===== src/rtl/regfile_wb_arbiter.sv =====
// regfile_wb_arbiter
//   Round-robin arbiter that shares the single register-file write port among
//   NUM_REQ writeback sources, plus a per-register pending-write scoreboard
//   used by issue logic for RAW hazard detection on two read addresses.
// Ports
//   clock, ctrl_reset_n            clock (rising edge), async active-low reset
//   req_valid/req_addr/req_data    per-requester write requests (packed slices)
//   req_ready                      one-hot grant (combinational)
//   wb_stall                       suppresses all grants this cycle
//   rsv_valid/rsv_addr/rsv_ready   destination reservation handshake
//   rd_addr_a/b, hazard_a/b        hazard lookup (combinational)
//   out_writeEnable/Reg/Data       registered write command to regfile
module regfile_wb_arbiter #(
  parameter int NUM_REQ    = 3,
  parameter int DATA_WIDTH = 32,
  parameter int ADDR_WIDTH = 5,
  parameter int CNT_WIDTH  = 2
) (
  input  logic                           clock,
  input  logic                           ctrl_reset_n,
  input  logic [NUM_REQ-1:0]             req_valid,
  input  logic [NUM_REQ*ADDR_WIDTH-1:0]  req_addr,
  input  logic [NUM_REQ*DATA_WIDTH-1:0]  req_data,
  output logic [NUM_REQ-1:0]             req_ready,
  input  logic                           wb_stall,
  input  logic                           rsv_valid,
  input  logic [ADDR_WIDTH-1:0]          rsv_addr,
  output logic                           rsv_ready,
  input  logic [ADDR_WIDTH-1:0]          rd_addr_a,
  input  logic [ADDR_WIDTH-1:0]          rd_addr_b,
  output logic                           hazard_a,
  output logic                           hazard_b,
  output logic                           out_writeEnable,
  output logic [ADDR_WIDTH-1:0]          out_writeReg,
  output logic [DATA_WIDTH-1:0]          out_writeData
);

  localparam int NREG  = 2**ADDR_WIDTH;
  localparam int PTR_W = $clog2(NUM_REQ);
  localparam logic [CNT_WIDTH-1:0] CNT_MAX = '1;
  localparam logic [PTR_W-1:0]     LAST    = PTR_W'(NUM_REQ - 1);

  logic [PTR_W-1:0]      ptr;
  logic [PTR_W-1:0]      grant_idx;
  logic                  grant_any;
  logic [ADDR_WIDTH-1:0] sel_addr;
  logic [DATA_WIDTH-1:0] sel_data;
  logic [CNT_WIDTH-1:0]  cnt [NREG];
  logic [NREG-1:0]       rsv_hit;
  logic [NREG-1:0]       wr_hit;

  // Two passes give the rotating priority: first the indices at or above
  // ptr, then wrap around to the lowest valid index below it.
  always_comb begin
    grant_any = 1'b0;
    grant_idx = '0;
    if (ctrl_reset_n && !wb_stall) begin
      for (int unsigned i = 0; i < NUM_REQ; i++) begin
        if (!grant_any && req_valid[i] && (i >= 32'(ptr))) begin
          grant_any = 1'b1;
          grant_idx = PTR_W'(i);
        end
      end
      for (int unsigned i = 0; i < NUM_REQ; i++) begin
        if (!grant_any && req_valid[i]) begin
          grant_any = 1'b1;
          grant_idx = PTR_W'(i);
        end
      end
    end
  end

  always_comb begin
    req_ready = '0;
    sel_addr  = '0;
    sel_data  = '0;
    for (int unsigned i = 0; i < NUM_REQ; i++) begin
      req_ready[i] = grant_any && (grant_idx == PTR_W'(i));
      if (req_ready[i]) begin
        sel_addr = req_addr[i*ADDR_WIDTH +: ADDR_WIDTH];
        sel_data = req_data[i*DATA_WIDTH +: DATA_WIDTH];
      end
    end
  end

  assign rsv_ready = !((rsv_addr != '0) && (cnt[rsv_addr] == CNT_MAX));

  assign hazard_a = (rd_addr_a != '0) &&
                    ((cnt[rd_addr_a] != '0) ||
                     (out_writeEnable && (out_writeReg == rd_addr_a)));
  assign hazard_b = (rd_addr_b != '0) &&
                    ((cnt[rd_addr_b] != '0) ||
                     (out_writeEnable && (out_writeReg == rd_addr_b)));

  always_comb begin
    rsv_hit = '0;
    wr_hit  = '0;
    for (int unsigned r = 1; r < NREG; r++) begin
      rsv_hit[r] = rsv_valid && rsv_ready && (rsv_addr == ADDR_WIDTH'(r));
      wr_hit[r]  = grant_any && (sel_addr == ADDR_WIDTH'(r));
    end
  end

  always_ff @(posedge clock or negedge ctrl_reset_n) begin
    if (!ctrl_reset_n) begin
      for (int unsigned r = 0; r < NREG; r++) cnt[r] <= '0;
    end else begin
      cnt[0] <= '0;
      for (int unsigned r = 1; r < NREG; r++) begin
        // A reserve and a write to the same register cancel out, whatever
        // the count; a lone write only decrements a nonzero count.
        if (rsv_hit[r] && !wr_hit[r])
          cnt[r] <= cnt[r] + 1'b1;
        else if (wr_hit[r] && !rsv_hit[r] && (cnt[r] != '0))
          cnt[r] <= cnt[r] - 1'b1;
      end
    end
  end

  always_ff @(posedge clock or negedge ctrl_reset_n) begin
    if (!ctrl_reset_n) begin
      ptr             <= '0;
      out_writeEnable <= 1'b0;
      out_writeReg    <= '0;
      out_writeData   <= '0;
    end else if (grant_any) begin
      ptr             <= (grant_idx == LAST) ? '0 : grant_idx + 1'b1;
      out_writeEnable <= (sel_addr != '0);
      out_writeReg    <= sel_addr;
      out_writeData   <= sel_data;
    end else begin
      out_writeEnable <= 1'b0;
    end
  end

endmodule


===== config.mk =====
export PLATFORM = sky130hd
export DESIGN_NAME = regfile_wb_arbiter
export DESIGN_NICKNAME = d
export VERILOG_FILES = /design/src/rtl/regfile_wb_arbiter.sv
export SDC_FILE = /design/constraint.sdc
export NUM_CORES = 1
export LEC_CHECK = 0
export ABC_AREA = 1
export CAP_MARGIN = 20
export CELL_PAD_IN_SITES_DETAIL_PLACEMENT = 1
export CELL_PAD_IN_SITES_GLOBAL_PLACEMENT = 1
export CORE_MARGIN = 2
export CORE_UTILIZATION = 35
export DETAILED_ROUTE_END_ITERATION = 7
export PLACE_DENSITY_LB_ADDON = 0.1
export SLEW_MARGIN = 20
export SYNTH_ARGS = -nofsm -noshare
export SYNTH_HDL_FRONTEND = slang
export SYNTH_SLANG_ARGS = --single-unit

===== constraint.sdc =====
create_clock -name clock -period 2.7 [get_ports clock]
set_input_delay 0.54 -clock clock [delete_from_list [all_inputs] [get_ports clock]]
set_output_delay 0.54 -clock clock [all_outputs]
set_load 0.05 [all_outputs]

==> metrics.md, run 1 <==
| Metric | Value |
|---|---|
| Required time of the worst setup path | `2.16 ns` |
| Number of different library cells in the post-synthesis netlist | `43` |
| Non-filler instance count after layout | `1775` |
| Core Box Area | `21800 sq um` |
| Post-Place Cell Area | `10500 sq um` |
| Final worst path period need | `2.62 ns` |
| Diode insertion count for antenna repair | `0` |
| Standard-cell rows | `54` |
| Upper clock frequency limit | `0.382 GHz` |
| Remaining Overflow, GRT | `0` |
| Endpoint arrival time on the critical path | `2.08 ns` |
| Buffer cell driving the clock tree root | `sky130_fd_sc_hd__clkbuf_16` |
| Port bufs | `176` |
| Average wire per standard cell | `18.0 um` |
| Part of the Yosys area used for sequential elements | `0.330` |
| Worst supply voltage drop on vdd | `0.000339 V` |
| Status | `completed` |
| Routed Wire Length | `32000 um` |
| Number of clock buffers inserted by TritonCTS | `9` |
| HPWL Detailed | `25400 um` |
| Final count of hold timing violations | `0` |
| Number of nets in the layout | `1623` |
| Chip Width | `153 um` |
| Period utilisation layout | `0.969` |
| Total negative setup slack | `0 ns` |
| Vias post-DR | `9287` |
| Antenna violations before repair | `0` |
| Effective utilization at floorplan | `0.356` |
| Critical path type | `in2out` |
| Slew @ Worst Pin | `0.743 ns` |
| R2R cell count | `16` |
| DRT antenna net count | `0` |
| Slew HR | `0.505` |
| Synthesized area per cell | `6.32 sq um` |
| DIE AREA | `23300 sq um` |
| Clock Latency Late Sink | `0.36 ns` |
| Wire length of the first global-routing pass | `50800 um` |
| Number of warning messages in the yosys log | `0` |
| Worst setup SP type | `input port` |
| End of the critical path | `hazard_a` |
| Nature of the critical path endpoint | `output port` |
| Worst-case hold slack | `0.361 ns` |
| DRC viols | `0` |
| Bufs on Longest Clock Path | `2` |
| Fill count | `2884` |
| Async set or reset register ratio after synthesis | `1.00` |
| First-pass detailed-route iteration total | `5` |
| Vertical die dimension | `153 um` |
| Critical R2R Capture | `cnt[60]` |
| Synth Register Bits | `102` |
| CTS tree | `done` |
| Fraction of final layout cells with drive strength greater than 1 | `0.173` |
| R2R setup slack | `0.31 ns` |
| Hold-fix buffer count after cts | `0` |
| Final setup violation count | `0` |
| Hold Crit Class | `in2async` |
| Drt first-iter violations | `458` |
| Global-route usage over all layers | `0.273` |
| Weighted congestion at the end of routability-driven global placement | `0.949` |
| Placed cells | `1743` |
| CP Launch Point | `rd_addr_a[1]` |
| Largest fanout on the critical path | `6` |
| Top cell type's share of synthesized area | `0.330` |
| Setup Skew | `0.00931 ns` |
| Dominant cell type by area after synthesis | `sky130_fd_sc_hd__dfrtp_1` |
| Total power density per cell area | `659 nW/um^2` |
| Top FF cell, synth | `sky130_fd_sc_hd__dfrtp_1` |
| Cell types occupying the most area after synthesis | `sky130_fd_sc_hd__dfrtp_1 33%, sky130_fd_sc_hd__nand2_1 21%, sky130_fd_sc_hd__nand3_1 8.7%` |
| RR Startpoint | `ptr[1]` |
| Pin count of the biggest net entering global routing | `53` |
| Synthesized Nets | `1358` |
| Total count of max-transition violations in the final report | `0` |
| CTS H-Tree Depth | `3` |
| Number of maximum-capacitance constraint violations | `0` |
| Total leakage power | `5.49 nW` |
| Area growth from synthesis to layout | `44.1%` |
| Clk pin slew, worst setup/hold paths | `0.07 ns` |
| Average vias per placed instance | `5.23` |
| I/O pin count | `177` |
| Count of mapped cells out of synthesis | `1225` |
| Number of sinks handled by clock tree synthesis | `102` |
| Combined area of all synthesized cells | `7740 sq um` |
| RSZ-0062 raised after global routing | `true` |
| Final core utilization | `0.513` |
| Number of global-route vias before repair | `9594` |
| Finished Cell Area | `11200 sq um` |
| EDFF count, synth | `0` |
-- repair_timing --
action / 4_1_cts / 5_1_grt
buffers inserted: 4 / 11
endpoints found under the setup margin: 12 / 67
gates resized for setup: 26 / 83
cloned: 1 / 0
pin swaps: 3 / 11
-- synth_stat cells, types with 7 or more instances --
cell / number
sky130_fd_sc_hd__nand2_1: 424
sky130_fd_sc_hd__inv_1: 172
sky130_fd_sc_hd__nand3_1: 134
sky130_fd_sc_hd__dfrtp_1: 102
sky130_fd_sc_hd__nor2_1: 93
sky130_fd_sc_hd__nand4_1: 58
sky130_fd_sc_hd__a21oi_1: 37
sky130_fd_sc_hd__o21ai_1: 25
sky130_fd_sc_hd__o22ai_1: 25
sky130_fd_sc_hd__nor2_4: 17
sky130_fd_sc_hd__clkbuf_1: 15
sky130_fd_sc_hd__o21ai_0: 15
sky130_fd_sc_hd__nand3b_1: 11
sky130_fd_sc_hd__nand2_2: 10
sky130_fd_sc_hd__buf_2: 9
sky130_fd_sc_hd__nand2_4: 7
sky130_fd_sc_hd__o211ai_1: 7
-- final cells by class --
cell class | count | area, sq um | share of cell area
clock inverters | 5 | 86.3 | 0.00773
multi-input cells | 909 | 4530 | 0.405
flip-flops and latches | 102 | 2560 | 0.230
well taps | 280 | 350 | 0.0314
repair buffers | 289 | 2710 | 0.243
inverters | 179 | 674 | 0.0604
clock buffers | 11 | 253 | 0.0226
-- power by group --
part	internal [mW]	leakage, nW	total (mW)	switching, mW
combinational	1.24	4.09	3.35	2.11
clock	0.876	0.167	1.55	0.678
sequential	1.98	1.23	2.45	0.474
total	4.09	5.49	7.35	3.26
-- metal layers --
metal	wire [um]	up-vias	share of wire	track usage
met2	16000	282	0.50	0.482
met5	0	-	0	0
met3	2260	47	0.071	0.0705
met4	899	0	0.028	0.0851
met1	12900	4459	0.40	0.324
li1	-	4499	-	-
-- stage by stage --
step                      worst slack, ns  total power [mW]
after global routing              -0.0195              7.79
after CTS                         -0.0215              7.20
final                              0.0848              7.35
after global placement             -0.476              5.52
after floorplan                     0.154              4.19
after detailed placement           -0.487              5.58
-- state kept, by name, indices dropped and copies added, names as in the netlist --
| signal | flops |
|---|---|
| ptr | 2 |
| cnt | 62 |
| out_writeReg | 5 |
| out_writeEnable | 1 |
| out_writeData | 32 |
-- how the worst min path moves through the flow --
stage | to | slack (ns) | cells after the start
2_1_floorplan | cnt[0] | 0.24 | 0
3_5_place_dp | cnt[3] | 0.47 | 2
3_3_place_gp | cnt[23] | 0.46 | 2
4_1_cts | cnt[4] | 0.41 | 2
5_1_grt | cnt[19] | 0.42 | 2
6_report | cnt[19] | 0.36 | 2
-- placed cells by master, fill, tap and decap left out, types with 8 or more instances in the layout --
cell type and instances:
sky130_fd_sc_hd__nor2_1 86, sky130_fd_sc_hd__nand2_2 23, sky130_fd_sc_hd__nand3_1 130, sky130_fd_sc_hd__a21oi_1 35, sky130_fd_sc_hd__clkbuf_16 9, sky130_fd_sc_hd__dfrtp_2 10
sky130_fd_sc_hd__buf_4 103, sky130_fd_sc_hd__nand2_4 8, sky130_fd_sc_hd__clkdlybuf4s50_1 158, sky130_fd_sc_hd__buf_6 8, sky130_fd_sc_hd__dfrtp_1 92, sky130_fd_sc_hd__o21ai_0 13
sky130_fd_sc_hd__nor2_4 19, sky130_fd_sc_hd__o21ai_1 26, sky130_fd_sc_hd__o22ai_1 22, sky130_fd_sc_hd__nand3_2 9, sky130_fd_sc_hd__nand3b_1 11, sky130_fd_sc_hd__nand2_1 409
sky130_fd_sc_hd__inv_1 155, sky130_fd_sc_hd__inv_2 22, sky130_fd_sc_hd__nand4_1 58
-- critical path, cell delays in order --
cell	delay, ns
sky130_fd_sc_hd__clkdlybuf4s15_1	0.26
sky130_fd_sc_hd__inv_1	0.12
sky130_fd_sc_hd__nand2_2	0.10
sky130_fd_sc_hd__buf_4	0.16
sky130_fd_sc_hd__o2111ai_1	0.26
sky130_fd_sc_hd__nand3_1	0.12
sky130_fd_sc_hd__a21oi_1	0.17
sky130_fd_sc_hd__o22ai_1	0.10
sky130_fd_sc_hd__inv_1	0.08
sky130_fd_sc_hd__buf_6	0.15
-- logic make-up after synthesis --
family	share of synthesized area
AOI/OAI and AO/OA	0.103
and+or+nand+nor	0.455
buffers and inverters	0.109
xor gates and xnor gates	0.00339
DFF	0.330
Note: power is estimated with default switching activity, not from simulation.
==> run 2, diff against run 1 <==
- CELL_PAD_IN_SITES_DETAIL_PLACEMENT: 1 -> 0
==> metrics.md, run 2 (synthesized netlist as in run 1, its figures left out) <==
| Metric | Value |
|---|---|
| Status | `completed` |
| Post-Place Worst Slack | `-0.507 ns` |
| Number of sinks handled by clock tree synthesis | `102` |
| Slew HR | `0.484` |
| Core Box Area | `21800 sq um` |
| Clk pin slew, worst setup/hold paths | `0.08 ns` |
| Non-filler instance count after layout | `1761` |
| Average vias per placed instance | `5.03` |
| Final worst path period need | `2.63 ns` |
| Endpoint arrival time on the critical path | `2.09 ns` |
| Weighted congestion at the end of routability-driven global placement | `0.949` |
| Chip Width | `153 um` |
| Area growth from synthesis to layout | `41.3%` |
| Global-route usage over all layers | `0.243` |
| Fraction of final layout cells with drive strength greater than 1 | `0.142` |
| Vertical die dimension | `153 um` |
| Hold-fix buffer count after cts | `0` |
| Number of global-route vias before repair | `8273` |
| Commonest cells after routing, fill and taps aside | `416 x sky130_fd_sc_hd__nand2_1, 168 x sky130_fd_sc_hd__inv_1, 158 x sky130_fd_sc_hd__clkdlybuf4s50_1` |
| Final count of hold timing violations | `0` |
| Critical path type | `reg2out` |
| Largest reg by FF count | `cnt` |
| Worst supply voltage drop on vdd | `0.000399 V` |
| Diode insertion count for antenna repair | `0` |
| Number of nets in the layout | `1609` |
| HPWL Detailed | `22800 um` |
| Total count of max-transition violations in the final report | `0` |
| Ordered cell list for the critical path | `inv_1, nand2_1, o22ai_1, o21ai_0, a21oi_1, o31ai_1, o22ai_1, inv_1, buf_6` |
| Number of flip-flops under the largest register name | `62` |
| Placed cells | `1743` |
| Required time of the worst setup path | `2.16 ns` |
| Bufs on Longest Clock Path | `2` |
| Leading cell type in the layout, fill and taps excluded | `sky130_fd_sc_hd__nand2_1` |
| Regs by FF count | `cnt x62, out_writeData x32, out_writeReg x5` |
| I/O pin count | `177` |
| DRC viols | `0` |
| Port bufs | `176` |
| Buffer cell driving the clock tree root | `sky130_fd_sc_hd__clkbuf_16` |
| Post-Place Cell Area | `10500 sq um` |
| Final core utilization | `0.503` |
| First-pass detailed-route iteration total | `5` |
| Largest fanout on the critical path | `5` |
| Clock Latency Late Sink | `0.37 ns` |
| Setup Skew | `0.0121 ns` |
| Total negative setup slack | `0 ns` |
| Final setup violation count | `0` |
| Vias post-DR | `8855` |
| Wire length of the first global-routing pass | `44800 um` |
| Number of maximum-capacitance constraint violations | `0` |
| Remaining Overflow, GRT | `0` |
| Final Worst Setup Slack | `0.0728 ns` |
| Period utilisation layout | `0.973` |
| CTS H-Tree Depth | `3` |
| Total leakage power | `5.43 nW` |
| Critical path's slowest cell | `sky130_fd_sc_hd__dfrtp_1` |
| DIE AREA | `23300 sq um` |
| Hold Crit Class | `in2async` |
| Finished Cell Area | `10900 sq um` |
| Worst setup SP type | `flip-flop` |
| Slew @ Worst Pin | `0.773 ns` |
| Number of clock buffers inserted by TritonCTS | `9` |
| Average wire per standard cell | `16.4 um` |
| Upper clock frequency limit | `0.381 GHz` |
| Drt first-iter violations | `603` |
| Pin count of the biggest net entering global routing | `53` |
| RSZ-0062 raised after global routing | `true` |
| Total power density per cell area | `645 nW/um^2` |
| Standard-cell rows | `54` |
| DRT antenna net count | `0` |
| Fill count | `2274` |
| Effective utilization at floorplan | `0.356` |
| Antenna violations before repair | `0` |
| Crit-path max cell delay | `0.45 ns` |
| Routed Wire Length | `28800 um` |
| CTS tree | `done` |
| Nature of the critical path endpoint | `output port` |
## run 2: layout make-up
| type | instances | area (sq um) | area share |
|---|---|---|---|
| clock buffers | 9 | 225 | 0.0206 |
| clock inverters | 7 | 100 | 0.00915 |
| inverters | 179 | 677 | 0.0619 |
| multi-input cells | 909 | 4440 | 0.406 |
| flip-flops and latches | 102 | 2560 | 0.234 |
| well taps | 280 | 350 | 0.0320 |
| repair buffers | 275 | 2590 | 0.237 |
## run 2: power breakdown
group	switching, mW	internal, mW	total (mW)
Combinational	1.99	1.15	3.14
Sequential	0.467	1.97	2.44
Clock	0.734	0.755	1.49
Total	3.19	3.87	7.06
## run 2: worst paths after layout
path                               from       end  slack [ns]  depth (start not counted)
max                             cnt[46]  hazard_a        0.07                          9
min                        ctrl_reset_n   cnt[18]        0.39                          2
max reg2reg                      ptr[0]   cnt[52]        0.41                         18
min reg2reg                      cnt[3]    cnt[3]        0.49                          2
max in group asynchronous  ctrl_reset_n   cnt[60]        1.02                          3
min in group clock               cnt[3]    cnt[3]        0.49                          2
## run 2: layer usage
| metal | GRT usage | share of wire |
|---|---|---|
| met1 | 0.309 | 0.43 |
| met2 | 0.407 | 0.47 |
| met3 | 0.0580 | 0.070 |
| met4 | 0.0789 | 0.024 |
| met5 | 0 | 0 |
## run 2: worst max-delay path, delay by kind of cell (launching register included)
| kind | cells | cell delay, ns |
|---|---|---|
| AOI/OAI and AO/OA | 5 | 0.76 |
| DFF | 1 | 0.45 |
| and+or+nand+nor | 1 | 0.19 |
| buffers and inverters | 3 | 0.31 |
## run 2: what timing repair did
action                     4_1_cts  5_1_grt
gates resized for setup         25       39
setup endpoints to repair        7       34
setup buffers                    0        2
pin swaps                        1        2
## run 2: per-stage QoR
| step | power, mW | hold WS [ns] |
|---|---|---|
| after detailed placement | 5.51 | 0.471 |
| after global routing | 7.49 | 0.447 |
| after CTS | 7.04 | 0.406 |
| after global placement | 5.52 | 0.464 |
| final | 7.06 | 0.390 |
| after floorplan | 4.19 | 0.244 |
==> run 3, diff against run 2 <==
- CORE_UTILIZATION: 35 -> 36
- CTS_BUF_LIST: unset -> sky130_fd_sc_hd__clkbuf_4
==> metrics.md, run 3 (synthesized netlist as in run 1, its figures left out) <==
| Metric | Value |
|---|---|
| Upper clock frequency limit | `0.377 GHz` |
| Average wire per standard cell | `15.9 um` |
| Weighted congestion at the end of routability-driven global placement | `0.896` |
| Largest reg by FF count | `cnt` |
| RR Startpoint | `ptr[1]` |
| RSZ-0062 raised after global routing | `true` |
| Remaining Overflow, GRT | `0` |
| Total count of max-transition violations in the final report | `0` |
| CTS tree | `done` |
| Wire length of the first global-routing pass | `43700 um` |
| Non-filler instance count after layout | `1779` |
| Leading cell type in the layout, fill and taps excluded | `sky130_fd_sc_hd__nand2_1` |
| Number of nets in the layout | `1632` |
| Average vias per placed instance | `5.02` |
| Slew HR | `0.437` |
| Number of flip-flops under the largest register name | `62` |
| Fill count | `2224` |
| Drt first-iter violations | `464` |
| Total power draw | `6.74 mW` |
| Status | `completed` |
| Area growth from synthesis to layout | `42.5%` |
| Setup Skew | `0.0250 ns` |
| Clk pin slew, worst setup/hold paths | `0.18 ns` |
| Routed Wire Length | `28300 um` |
| Standard-cell rows | `53` |
| Antenna violations before repair | `1` |
| First-pass detailed-route iteration total | `5` |
| Effective utilization at floorplan | `0.367` |
| Fraction of final layout cells with drive strength greater than 1 | `0.185` |
| DRT antenna net count | `0` |
| Endpoint arrival time on the critical path | `2.12 ns` |
| Chip Width | `151 um` |
| Port bufs | `176` |
| Largest fanout on the critical path | `6` |
| Required time of the worst setup path | `2.16 ns` |
| Slew @ Worst Pin | `0.845 ns` |
| Buffer cell driving the clock tree root | `sky130_fd_sc_hd__clkbuf_4` |
| Worst setup SP type | `flip-flop` |
| Commonest cells after routing, fill and taps aside | `405 x sky130_fd_sc_hd__nand2_1, 158 x sky130_fd_sc_hd__clkdlybuf4s50_1, 146 x sky130_fd_sc_hd__inv_1` |
| CTS H-Tree Depth | `3` |
| Vertical die dimension | `151 um` |
| I/O pin count | `177` |
| Number of maximum-capacitance constraint violations | `0` |
| HPWL Detailed | `22000 um` |
| Global-route usage over all layers | `0.249` |
| End of the critical path | `hazard_b` |
| Regs by FF count | `cnt x62, out_writeData x32, out_writeReg x5` |
| Critical R2R Capture | `cnt[39]` |
| Total negative setup slack | `0 ns` |
| Final worst path period need | `2.66 ns` |
| Clock Latency Late Sink | `0.51 ns` |
| Final setup violation count | `0` |
| Placed cells | `1730` |
| Critical path's slowest cell | `sky130_fd_sc_hd__dfrtp_1` |
| R2R cell count | `15` |
| Number of clock buffers inserted by TritonCTS | `9` |
| Critical path type | `reg2out` |
| Final count of hold timing violations | `0` |
| Hold Crit Class | `in2async` |
| Worst supply voltage drop on vdd | `0.000312 V` |
| Number of global-route vias before repair | `8486` |
| DRC viols | `0` |
| DIE AREA | `22700 sq um` |
| Pin count of the biggest net entering global routing | `63` |
| Vias post-DR | `8926` |
| Total power density per cell area | `611 nW/um^2` |
| Crit-path max cell delay | `0.49 ns` |
| Period utilisation layout | `0.984` |
| Total leakage power | `5.43 nW` |
| Nature of the critical path endpoint | `output port` |
| CP Launch Point | `cnt[4]` |
| R2R setup slack | `0.26 ns` |
| Core Box Area | `21100 sq um` |
| Number of sinks handled by clock tree synthesis | `102` |
| Bufs on Longest Clock Path | `2` |
| Ordered cell list for the critical path | `nor2_1, o2111ai_2, nand3_1, a21oi_1, o31ai_1, inv_1, buf_6` |
## run 3: cell count changes in the layout (fill, tap and decap cells not counted), moves of 4 or more
cell	previous run	this run
sky130_fd_sc_hd__nand2_1	416	405
sky130_fd_sc_hd__clkbuf_16	9	0
sky130_fd_sc_hd__inv_6	4	0
sky130_fd_sc_hd__a22oi_1	6	0
sky130_fd_sc_hd__buf_4	93	117
sky130_fd_sc_hd__clkinv_4	0	4
sky130_fd_sc_hd__inv_2	9	30
sky130_fd_sc_hd__nand2_2	18	26
sky130_fd_sc_hd__clkbuf_4	0	9
sky130_fd_sc_hd__a22oi_2	0	6
sky130_fd_sc_hd__inv_1	168	146
## run 3: worst min-delay path by stage
stage | start | to | slack [ns] | cells past startpoint
4_1_cts | ctrl_reset_n | cnt[21] | 0.10 | 2
6_report | ctrl_reset_n | cnt[20] | 0.10 | 2
2_1_floorplan | ctrl_reset_n | cnt[0] | 0.24 | 0
5_1_grt | ctrl_reset_n | cnt[20] | 0.12 | 2
3_5_place_dp | cnt[9] | cnt[9] | 0.47 | 2
3_3_place_gp | cnt[9] | cnt[9] | 0.46 | 2
## run 3: layout make-up
| class | count | area, sq um | share of cell area |
|---|---|---|---|
| clock buffer | 9 | 67.6 | 0.00612 |
| tap | 275 | 344 | 0.0312 |
| sequential | 102 | 2560 | 0.232 |
| antenna | 1 | 2.50 | 0.000227 |
| inverter | 179 | 679 | 0.0616 |
| timing repair buffer | 298 | 2780 | 0.252 |
| clock inverter | 6 | 56.3 | 0.00510 |
| multi-input combinational | 909 | 4550 | 0.412 |
## run 3: through the flow
stage | utilization | hold slack, ns | setup WS, ns | cell area [sq um]
after floorplan | - | 0.244 | 0.154 | 7740
after global placement | 0.494 | 0.464 | -0.349 | 10400
after detailed placement | 0.494 | 0.473 | -0.376 | 10400
after CTS | 0.511 | 0.101 | -0.0147 | 10800
after global routing | 0.523 | 0.120 | -0.107 | 11000
final | 0.523 | 0.105 | 0.0445 | 11000
## run 3: worst max-delay path: cells and delay by family, from the launching register on
family / cells / cell delay [ns]
compound gates: 3 / 0.49
buf+inv: 2 / 0.23
simple gates: 2 / 0.40
flops: 1 / 0.49
## run 3: where the power goes
part | total, mW | leakage, nW | switching, mW | internal [mW]
registers | 2.37 | 1.24 | 0.399 | 1.97
logic | 3.55 | 4.13 | 2.15 | 1.39
clock network | 0.826 | 0.0660 | 0.624 | 0.202
## run 3: layer usage
layer | up-vias | track usage | share of wire | wire [um]
li1 | 4515 | - | - | -
met1 | 4074 | 0.310 | 0.44 | 12400
met2 | 287 | 0.413 | 0.46 | 13000
met3 | 50 | 0.0676 | 0.067 | 1900
met4 | 0 | 0.0921 | 0.031 | 869
met5 | - | 0 | 0 | 0
## run 3: repair_timing
action / 4_1_cts / 5_1_grt
pin swaps: 2 / 9
endpoints found under the setup margin: 6 / 6
resized for setup: 62 / 58
setup buffers: 18 / 15
hold buffers: 0 / 0
